File: src/rtl/sync_fifo_ctrl_pkg.sv
// Shared definitions for the single-clock FIFO controller family.
// Holds the default geometry and threshold values, the depth helper, and the
// presentation-stage state type used when SYNC_FIFO_FWFT_EN is defined.
package sync_fifo_ctrl_pkg;

  localparam int SFC_ADDR_WIDTH_DEF    = 8;
  localparam int SFC_PROG_FULL_MARGIN  = 4;
  localparam int SFC_PROG_EMPTY_DEF    = 4;

  // Number of RAM entries addressed by an aw-bit address.
  function automatic int fifo_depth(input int aw);
    return 32'sd1 <<< aw;
  endfunction

  // First-word-fall-through presentation stage: nothing shown / word shown.
  typedef enum logic {
    ST_IDLE  = 1'b0,
    ST_VALID = 1'b1
  } fwft_state_e;

endpackage

File: src/rtl/fifo_flag_gen.sv
// Combinational FIFO flag decoder.
// Maps an occupancy count (0..DEPTH, ADDR_WIDTH+1 bits) to the standard
// full/empty/almost/programmable flags. All compares are unsigned at the full
// count width so count==DEPTH is never truncated. Shared with the async
// controllers, so it carries no clock and no state.
module fifo_flag_gen
  import sync_fifo_ctrl_pkg::*;
#(
  parameter int ADDR_WIDTH        = SFC_ADDR_WIDTH_DEF,
  parameter int PROG_FULL_THRESH  = fifo_depth(ADDR_WIDTH) - SFC_PROG_FULL_MARGIN,
  parameter int PROG_EMPTY_THRESH = SFC_PROG_EMPTY_DEF
) (
  input  logic [ADDR_WIDTH:0] count,
  output logic                full,
  output logic                empty,
  output logic                almost_full,
  output logic                almost_empty,
  output logic                prog_full,
  output logic                prog_empty
);

  localparam logic [ADDR_WIDTH:0] ZERO_C  = {(ADDR_WIDTH+1){1'b0}};
  localparam logic [ADDR_WIDTH:0] ONE_C   = {{ADDR_WIDTH{1'b0}}, 1'b1};
  localparam logic [ADDR_WIDTH:0] DEPTH_C = {1'b1, {ADDR_WIDTH{1'b0}}};
  localparam logic [ADDR_WIDTH:0] AF_C    = DEPTH_C - ONE_C;
  localparam logic [ADDR_WIDTH:0] PF_C    = (ADDR_WIDTH+1)'(PROG_FULL_THRESH);
  localparam logic [ADDR_WIDTH:0] PE_C    = (ADDR_WIDTH+1)'(PROG_EMPTY_THRESH);

  assign full         = (count == DEPTH_C);
  assign empty        = (count == ZERO_C);
  assign almost_full  = (count >= AF_C);
  assign almost_empty = (count <= ONE_C);
  assign prog_full    = (count >= PF_C);
  assign prog_empty   = (count <= PE_C);

endmodule

File: src/rtl/sync_fifo_ctrl.sv
// Single-clock FIFO pointer and flag controller for an external
// simple-dual-port RAM with 1-cycle read latency.
// Optional feature macro: SYNC_FIFO_FWFT_EN (first-word-fall-through). When
// undefined, reads are issued on request and rd_valid follows one cycle later.
// All flags and elements are registered from the next-state count, so they are
// current in the cycle after the edge that changed the occupancy.
module sync_fifo_ctrl
  import sync_fifo_ctrl_pkg::*;
#(
  parameter int ADDR_WIDTH        = SFC_ADDR_WIDTH_DEF,
  parameter int PROG_FULL_THRESH  = fifo_depth(ADDR_WIDTH) - SFC_PROG_FULL_MARGIN,
  parameter int PROG_EMPTY_THRESH = SFC_PROG_EMPTY_DEF
) (
  input  logic                  sys_clk,
  input  logic                  sys_rst,
  input  logic                  wr_en,
  input  logic                  rd_en,
  output logic                  ram_we,
  output logic [ADDR_WIDTH-1:0] ram_waddr,
  output logic                  ram_re,
  output logic [ADDR_WIDTH-1:0] ram_raddr,
  output logic                  rd_valid,
  output logic                  full,
  output logic                  empty,
  output logic                  almost_full,
  output logic                  almost_empty,
  output logic                  prog_full,
  output logic                  prog_empty,
  output logic [ADDR_WIDTH:0]   elements,
  output logic                  overflow,
  output logic                  underflow
);

  localparam logic [ADDR_WIDTH:0] ZERO_C = {(ADDR_WIDTH+1){1'b0}};
  localparam logic [ADDR_WIDTH:0] ONE_C  = {{ADDR_WIDTH{1'b0}}, 1'b1};

  logic [ADDR_WIDTH:0] wptr_r, rptr_r, count_r, count_nxt_s;
  logic full_r, empty_r, af_r, ae_r, pf_r, pe_r;
  logic overflow_r, underflow_r, rd_valid_r;
  logic wr_acc_s, rd_acc_s, re_s, empty_nxt_s;
  logic f_full_s, f_empty_s, f_af_s, f_ae_s, f_pf_s, f_pe_s;

  assign wr_acc_s = wr_en & ~full_r;

`ifdef SYNC_FIFO_FWFT_EN
  // Words still in RAM exclude the one already held on the RAM output.
  fwft_state_e         state_r;
  logic [ADDR_WIDTH:0] ram_cnt_s;
  logic                ram_has_s, valid_nxt_s;

  assign ram_cnt_s = count_r - {{ADDR_WIDTH{1'b0}}, rd_valid_r};
  assign ram_has_s = (ram_cnt_s != ZERO_C);
  assign rd_acc_s  = rd_en & rd_valid_r;

  // Presentation stage: fetch when idle, refetch on pop so valid stays back-to-back
  always_comb begin
    re_s        = 1'b0;
    valid_nxt_s = 1'b0;
    case (state_r)
      ST_IDLE: begin
        re_s        = ram_has_s;
        valid_nxt_s = ram_has_s;
      end
      ST_VALID: begin
        if (rd_en) begin
          re_s        = ram_has_s;
          valid_nxt_s = ram_has_s;
        end else begin
          re_s        = 1'b0;
          valid_nxt_s = 1'b1;
        end
      end
      default: begin
        re_s        = 1'b0;
        valid_nxt_s = 1'b0;
      end
    endcase
  end

  // Presentation FSM state and its registered valid output
  always_ff @(posedge sys_clk) begin
    if (sys_rst) begin
      state_r    <= ST_IDLE;
      rd_valid_r <= 1'b0;
    end else begin
      state_r    <= valid_nxt_s ? ST_VALID : ST_IDLE;
      rd_valid_r <= valid_nxt_s;
    end
  end

  // A zero count already implies no presented word; either term alone marks empty
  assign empty_nxt_s = f_empty_s | ~valid_nxt_s;
`else
  assign rd_acc_s    = rd_en & ~empty_r;
  assign re_s        = rd_acc_s;
  assign empty_nxt_s = f_empty_s;

  // Read data appears on the RAM output one cycle after the strobe
  always_ff @(posedge sys_clk) begin
    if (sys_rst) begin
      rd_valid_r <= 1'b0;
    end else begin
      rd_valid_r <= re_s;
    end
  end
`endif

  // Occupancy after this edge: simultaneous accepted push and pop cancel
  always_comb begin
    count_nxt_s = count_r;
    case ({wr_acc_s, rd_acc_s})
      2'b10:   count_nxt_s = count_r + ONE_C;
      2'b01:   count_nxt_s = count_r - ONE_C;
      default: count_nxt_s = count_r;
    endcase
  end

  fifo_flag_gen #(
    .ADDR_WIDTH        (ADDR_WIDTH),
    .PROG_FULL_THRESH  (PROG_FULL_THRESH),
    .PROG_EMPTY_THRESH (PROG_EMPTY_THRESH)
  ) u_flag_gen (
    .count        (count_nxt_s),
    .full         (f_full_s),
    .empty        (f_empty_s),
    .almost_full  (f_af_s),
    .almost_empty (f_ae_s),
    .prog_full    (f_pf_s),
    .prog_empty   (f_pe_s)
  );

  // Pointers, occupancy, flags and rejection pulses
  always_ff @(posedge sys_clk) begin
    if (sys_rst) begin
      wptr_r      <= ZERO_C;
      rptr_r      <= ZERO_C;
      count_r     <= ZERO_C;
      full_r      <= 1'b0;
      empty_r     <= 1'b1;
      af_r        <= 1'b0;
      ae_r        <= 1'b1;
      pf_r        <= 1'b0;
      pe_r        <= 1'b1;
      overflow_r  <= 1'b0;
      underflow_r <= 1'b0;
    end else begin
      wptr_r      <= wptr_r + {{ADDR_WIDTH{1'b0}}, wr_acc_s};
      rptr_r      <= rptr_r + {{ADDR_WIDTH{1'b0}}, re_s};
      count_r     <= count_nxt_s;
      full_r      <= f_full_s;
      empty_r     <= empty_nxt_s;
      af_r        <= f_af_s;
      ae_r        <= f_ae_s;
      pf_r        <= f_pf_s;
      pe_r        <= f_pe_s;
      overflow_r  <= wr_en & ~wr_acc_s;
      underflow_r <= rd_en & ~rd_acc_s;
    end
  end

  assign ram_we       = wr_acc_s;
  assign ram_waddr    = wptr_r[ADDR_WIDTH-1:0];
  assign ram_re       = re_s;
  assign ram_raddr    = rptr_r[ADDR_WIDTH-1:0];
  assign rd_valid     = rd_valid_r;
  assign full         = full_r;
  assign empty        = empty_r;
  assign almost_full  = af_r;
  assign almost_empty = ae_r;
  assign prog_full    = pf_r;
  assign prog_empty   = pe_r;
  assign elements     = count_r;
  assign overflow     = overflow_r;
  assign underflow    = underflow_r;

endmodule

File: config.mk
export PLATFORM = sky130hd
export DESIGN_NAME = sync_fifo_ctrl
export DESIGN_NICKNAME = d
export VERILOG_FILES = /design/src/rtl/sync_fifo_ctrl_pkg.sv /design/src/rtl/fifo_flag_gen.sv /design/src/rtl/sync_fifo_ctrl.sv
export SDC_FILE = /design/constraint.sdc
export NUM_CORES = 1
export LEC_CHECK = 0
export CORE_MARGIN = 10
export CORE_UTILIZATION = 51
export DETAILED_ROUTE_END_ITERATION = 12
export PLACE_DENSITY = 0.79
export SETUP_SLACK_MARGIN = 0.15
export SKIP_LAST_GASP = 1
export SLEW_MARGIN = 25
export SYNTH_ARGS = -nofsm -noshare
export SYNTH_HDL_FRONTEND = slang
export SYNTH_SLANG_ARGS = --single-unit
File: constraint.sdc
create_clock -name sys_clk -period 3.4 [get_ports sys_clk]
set_input_delay 0.51 -clock sys_clk [delete_from_list [all_inputs] [get_ports sys_clk]]
set_output_delay 0.51 -clock sys_clk [all_outputs]
set_load 0.01 [all_outputs]
# Yosys cells after proc, flatten, opt, wreduce, memory -nomap -nowiden
# Index checks and enable logic that the tools add are counted.
[word_totals] latchBits=0 output_inout_bits=36 memories=0 mem_bits_ro=0 regBits=36 ramBits=0
[classes] n_reduce_logical=1 muxes=1 n_lt_le_gt_ge=4 shift=0 eq_ne=3 mul=0 n_addsub=4 n_bitwise=8 div_mod_pow=0
[ops] cell="adder 9 x 1 -> 9 bit" count=2
[ops] cell=">= comparator 9 x 8 -> 1 bit (second input constant)" count=2
[ops] cell="case mux 9 bit (2 select lines)" count=1
[ops] cell="adder 9 x 1 -> 9 bit (second input constant)" count=1
[ops] cell="equality test 9 bit (second input constant)" count=1
[ops] cell="<= comparator 9 x 1 -> 1 bit (second input constant)" count=1
[ops] cell="<= comparator 9 x 3 -> 1 bit (second input constant)" count=1
[ops] cell="zero test 9 bit" count=1
[ops] cell="subtractor 9 x 1 -> 9 bit (second input constant)" count=1
[ops] cell="AND 1 bit" count=4
[ops] cell="inverter 1 bit" count=4
[ops] cell="equality test 2 x 1 -> 1 bit (second input constant)" count=1
[ops] cell="equality test 2 bit (second input constant)" count=1

# Depth between registers and ports, before layout
[logic_depth] depth_word=5 depth_mapped=12

# Modules after synthesis
# From an unflattened synthesis, not the netlist that was laid out.
[unflattened] cells_unflattened=200 hier_area_um2=1785.5
[modules_own_cells] mod="sync_fifo_ctrl" cells_per_inst=187 seq_area_each_um2=680.7 instances=1 area_per_inst_um2=1691.6
[modules_own_cells] mod="fifo_flag_gen" cells_per_inst=13 seq_area_each_um2=0.0 instances=1 area_per_inst_um2=93.8

# Worst setup path before layout
# Ideal clock, no wire load.
[synth_timing] path_type="input to register" start="input rd_en" end="register empty_r (netlist: empty)" n_path_buf=0 setup_ns=0.087 arrival_ns=2.629 slack_ns=0.684 required_time_ns=3.313 stages=12 cell_sequence="nand2b_4 -> inv_2 -> nand2_2 -> xnor2_1 -> ha_1 -> nor3b_1 -> a2111oi_4 -> a32oi_1 -> a31oi_1 -> xnor2_1 -> nand3_1 -> o31ai_1"
[synth_between] elab_chain_len=4
[synth_lines] item="start: declaration" line="sync_fifo_ctrl.sv:17" rtl="input logic rd_en,"
[synth_lines] item="AND 1 bit *" line="sync_fifo_ctrl.sv:94" rtl="assign rd_acc_s = rd_en & ~empty_r;"
[synth_lines] item="named net ram_re" line="sync_fifo_ctrl.sv:20" rtl="output logic ram_re,"
[synth_lines] item="equality test 2 x 1 -> 1 bit or equality test 2 bit (tied branches)" line="sync_fifo_ctrl.sv:111" rtl="case ({wr_acc_s, rd_acc_s})"
[synth_lines] item="case mux 9 bit (2 select lines) *" line="sync_fifo_ctrl.sv:111"
[synth_lines] item="zero test 9 bit *" line="fifo_flag_gen.sv:30" rtl="assign empty = (count == ZERO_C);"
[synth_lines] item="end signal: assignment" line="sync_fifo_ctrl.sv:151" rtl="empty_r <= empty_nxt_s;"
[synth_lines] item="end: declaration" line="sync_fifo_ctrl.sv:38" rtl="logic full_r, empty_r, af_r, ae_r, pf_r, pe_r;"
# Mark *: on every way through the listed nets, which the timed path passes. The rest lies on a longest branch.
# A chain may end at the register's enable or synchronous reset.

# Worst setup path in the final report
[layout_timing] start="input rd_en" end="register af_r (netlist: almost_full)"
[layout_between] elab_chain_len=4
[layout_lines] item="AND 1 bit *" line="sync_fifo_ctrl.sv:94"
[layout_lines] item="equality test 2 x 1 -> 1 bit or equality test 2 bit (tied branches)" line="sync_fifo_ctrl.sv:111"
[layout_lines] item="case mux 9 bit (2 select lines) *" line="sync_fifo_ctrl.sv:111"
[layout_lines] item=">= comparator 9 x 8 -> 1 bit *" line="fifo_flag_gen.sv:31" rtl="assign almost_full = (count >= AF_C);"
[layout_lines] item="end signal: assignment" line="sync_fifo_ctrl.sv:152" rtl="af_r <= f_af_s;"
[layout_lines] item="end: declaration" line="sync_fifo_ctrl.sv:38"
# Every way passes the cells marked *; elsewhere a longest branch is shown, timed or not.

==> results.txt <==
Status: finished, final reports clean
Vias post-DR: 1,727
Drt first pass iters: 4
Total grt overflow: 0
Sequential share of power: 37.2%
Distinct cells, synth: 56
Synthesis-stage register bit count: 34
Wire length per cell: 16.2 um
Leak: 0.920 nW
Pint: 0.000888 W
Worst Setup Path Type: input pin to flip-flop
Post-synth top area cell: dfxtp_1
Via-to-Cell Ratio: 5.64
Die W: 81.0 um
First-pass GRT wire length: 8.09 mm
CTS H-tree lvls: 2
Synth top area share: 35.9%
Worst Reg-to-Reg Cells: 12
CP cell instances: clkdlybuf4s50_1 > nand2b_4 > inv_2 > buf_4 > ha_1 > a21oi_1 > o22ai_1 > a32oi_1 > a21o_1 > nand3_1 > a2111oi_1 > buf_4 > a22o_1
M2 GR Usage: 24.0%
TritonCTS clock tree: done
Port bufs: 39
Hold slack: 0.515 ns
Clock Latency Late Sink: 0.29 ns
Worst R2R Setup Slack: 0.66 ns
CP peak stage delay: 0.51 ns
Reg2reg end: almost_full
Hold path startpoint: wptr_r[7]
Inserted Diodes: 0
Power share of the clock group: 22.1%
CTS Buffer Depth: 2
Final Setup Violations: 0
CTS Buf Count: 5
Post-Syn Area: 1900 sq um
DRC: 0
Routed Wire Length: 4.96 mm
Logic pwr share: 40.6%
CTS clk-pin slew, worst paths: 0.07 ns
Worst Hold End: wptr_r[7]
Synth Net Count: 222
Initial antenna violation count: 0
Die Area: 6560 sq um
Worst-path maximum fanout: 6
Vias in the first global route: 1,696
Worst slew margin: 57.7%
RSZ-0062 raised after global routing: no
Fin nets: 266
Largest net degree at the start of global routing: 29
Top Usage Layer GRT: met2
Core area: 3630 sq um
Tcrit/Tclk final: 88.3%
Antenna viol nets, final: 0
Hold crit path type: flip-flop to flip-flop
Worst VDD drop: 0.321 mV
Setup TNS: 0 ns
WP data required: 3.63 ns
Pwr Density: 573 nW/um^2
Setup Skew: 0.00425 ns
Critical-path top delay cell: a2111oi_1
Cell mode on critical path: buf_4
Fmax: 333 MHz
Clock Sinks: 34
Seq/Total Area, Yosys: 35.9%
Die Y: 81.0 um
Hold Crit Depth: 2
Worst-Margin Slew: 0.633 ns
Startpoint type of the worst setup path: input pin
Final HPWL DP: 3.56 mm
Final Hold Vio Count: 0
Critical path arrival: 3.24 ns
Net Sw Frac: 37.3%
Cells after Synth: 213
GPL Wtd Cong: 0.939
GRT met3 Usage: 5.08%
Starting DRC count in detailed routing: 216
Starting density of the core: 52.2%
Area Overhead vs Synth: 30.3%
CP Capture Type: flip-flop
Ys Warns: 0
Net Sw Power: 0.000528 W
Share of layout cells above drive strength 1: 14.0%
Synthesized area per cell: 8.90 sq um
Fin crit period: 3.00 ns
Site row count: 22
CTS root buffer: clkbuf_8
Final max-slew violation count: 0
Reg-to-reg startpoint: empty
Max-cap violations: 0
GRT Overall Usage: 15.4%
I/O pin count: 40
Met1 Track Usage GR: 19.8%
Synth top area cells: dfxtp_1, nor2_1, xnor2_1, xor2_1, and3_1
Final core utilization: 68.0%
area by class of cell:
cell class                 instances  area [sq um]
inverter                           6          25.0
timing repair buffer              51           480
clock inverter                     2          12.5
tap                               48          60.1
clock buffer                       6          82.6
fill                             308          1160
sequential                        34           681
multi-input combinational        159          1130
cells in the final DEF, fill, tap and decap left out, types with 2 or more instances in the layout:
| cell type | count |
|---|---|
| clkdlybuf4s50_1 | 39 |
| dfxtp_1 | 34 |
| nor2_1 | 32 |
| nand3_1 | 12 |
| buf_4 | 12 |
| xnor2_1 | 11 |
| and3_1 | 10 |
| xor2_1 | 9 |
| a21oi_1 | 7 |
| nand2_1 | 7 |
| clkbuf_8 | 6 |
| o21ai_0 | 5 |
| ha_1 | 5 |
| inv_1 | 4 |
| a31oi_1 | 4 |
| nor2b_1 | 4 |
| nor3_1 | 3 |
| a22o_1 | 3 |
| o22ai_1 | 3 |
| o31ai_1 | 3 |
| nand2b_1 | 2 |
| nand4_1 | 2 |
| xor2_2 | 2 |
| a211o_1 | 2 |
| nand3b_1 | 2 |
| a32oi_1 | 2 |
| a22oi_1 | 2 |
| a221oi_1 | 2 |
routing by layer:
layer  routed length [um]  share of wire (%)
met1                 2150                 43
met3                  468                9.4
met5                    0                  0
met4                   87                1.8
met2                 2260                 46
stage by stage:
step                setup slack, ns  area, sq um  instances  power (W)
global placement             0.0642         2370        298    0.00110
finish                        0.399         2470        306    0.00142
floorplan                     0.684         1900        213   0.000883
detailed placement           0.0863         2370        298    0.00110
CTS                           0.373         2460        306    0.00141
global route                  0.186         2470        306    0.00150
cells by family after synthesis:
group                    synth area share (%)
XOR/XNOR                                 11.4
buffers and inverters                    5.02
adder cells (fa/ha/maj)                  3.30
flip-flops                               35.9
AO/OA/AOI/OAI                            18.2
AND/OR/NAND/NOR                          25.1
multiplexers                             1.12
critical path: cells and delay by family:
kind            cells  cell delay (ns)
compound gates      6             1.45
buf+inv             4             0.85
fa+ha+maj           1             0.25
simple gates        2             0.18
cells in the mapped netlist (all sizes together):
master	instances
xnor2	12
nor2b	4
and3	10
nand2b	3
ha	5
nand4	3
o21ai	5
dfxtp	34
o31ai	4
inv	6
o311ai	1
mux2	1
a211o	2
a311oi	1
nor3	3
and2	1
a22o	3
a32oi	2
nor4b	1
nand2	8
clkbuf	5
buf	9
a221oi	2
a2bb2oi	1
o21bai	1
a2111oi	2
a31oi	4
mux2i	1
or3	1
a21oi	8
o22ai	3
nor4	3
a22oi	2
nand3	12
nor2	33
a21o	1
nand3b	2
o2bb2a	1
xor2	11
nand4b	1
nor3b	1
worst max-delay path by stage:
stage	to	slack, ns	cells after the start	startpoint
floorplan	empty	0.68	12	rd_en
global placement	almost_full	0.06	13	rd_en
detailed placement	almost_full	0.09	13	rd_en
CTS	almost_full	0.37	13	rd_en
global route	almost_full	0.19	13	rd_en
finish	almost_full	0.40	13	rd_en
power by group through the flow:
stage	combinational [W]	sequential, W	clock, W
after CTS	0.000571	0.000526	0.000316
after global placement	0.000563	0.000534	0
after detailed placement	0.000567	0.000534	0
final	0.000576	0.000527	0.000314
after floorplan	0.000369	0.000515	0
after global routing	0.000626	0.000536	0.000335
state kept, by name (all words and copies together) (netlist names):
name	count
almost_empty	1
almost_full	1
elements	9
empty	1
full	1
overflow	1
prog_empty	1
prog_full	1
rd_valid	1
rptr_r	8
underflow	1
wptr_r	8
repair_timing:
item,in CTS,in global routing
hold endpoints to repair,0,0
hold buffers,0,0
endpoints found under the setup margin,0,3
buffers inserted,0,0
gates resized for setup,0,2
(Power assumes the default switching activity.)
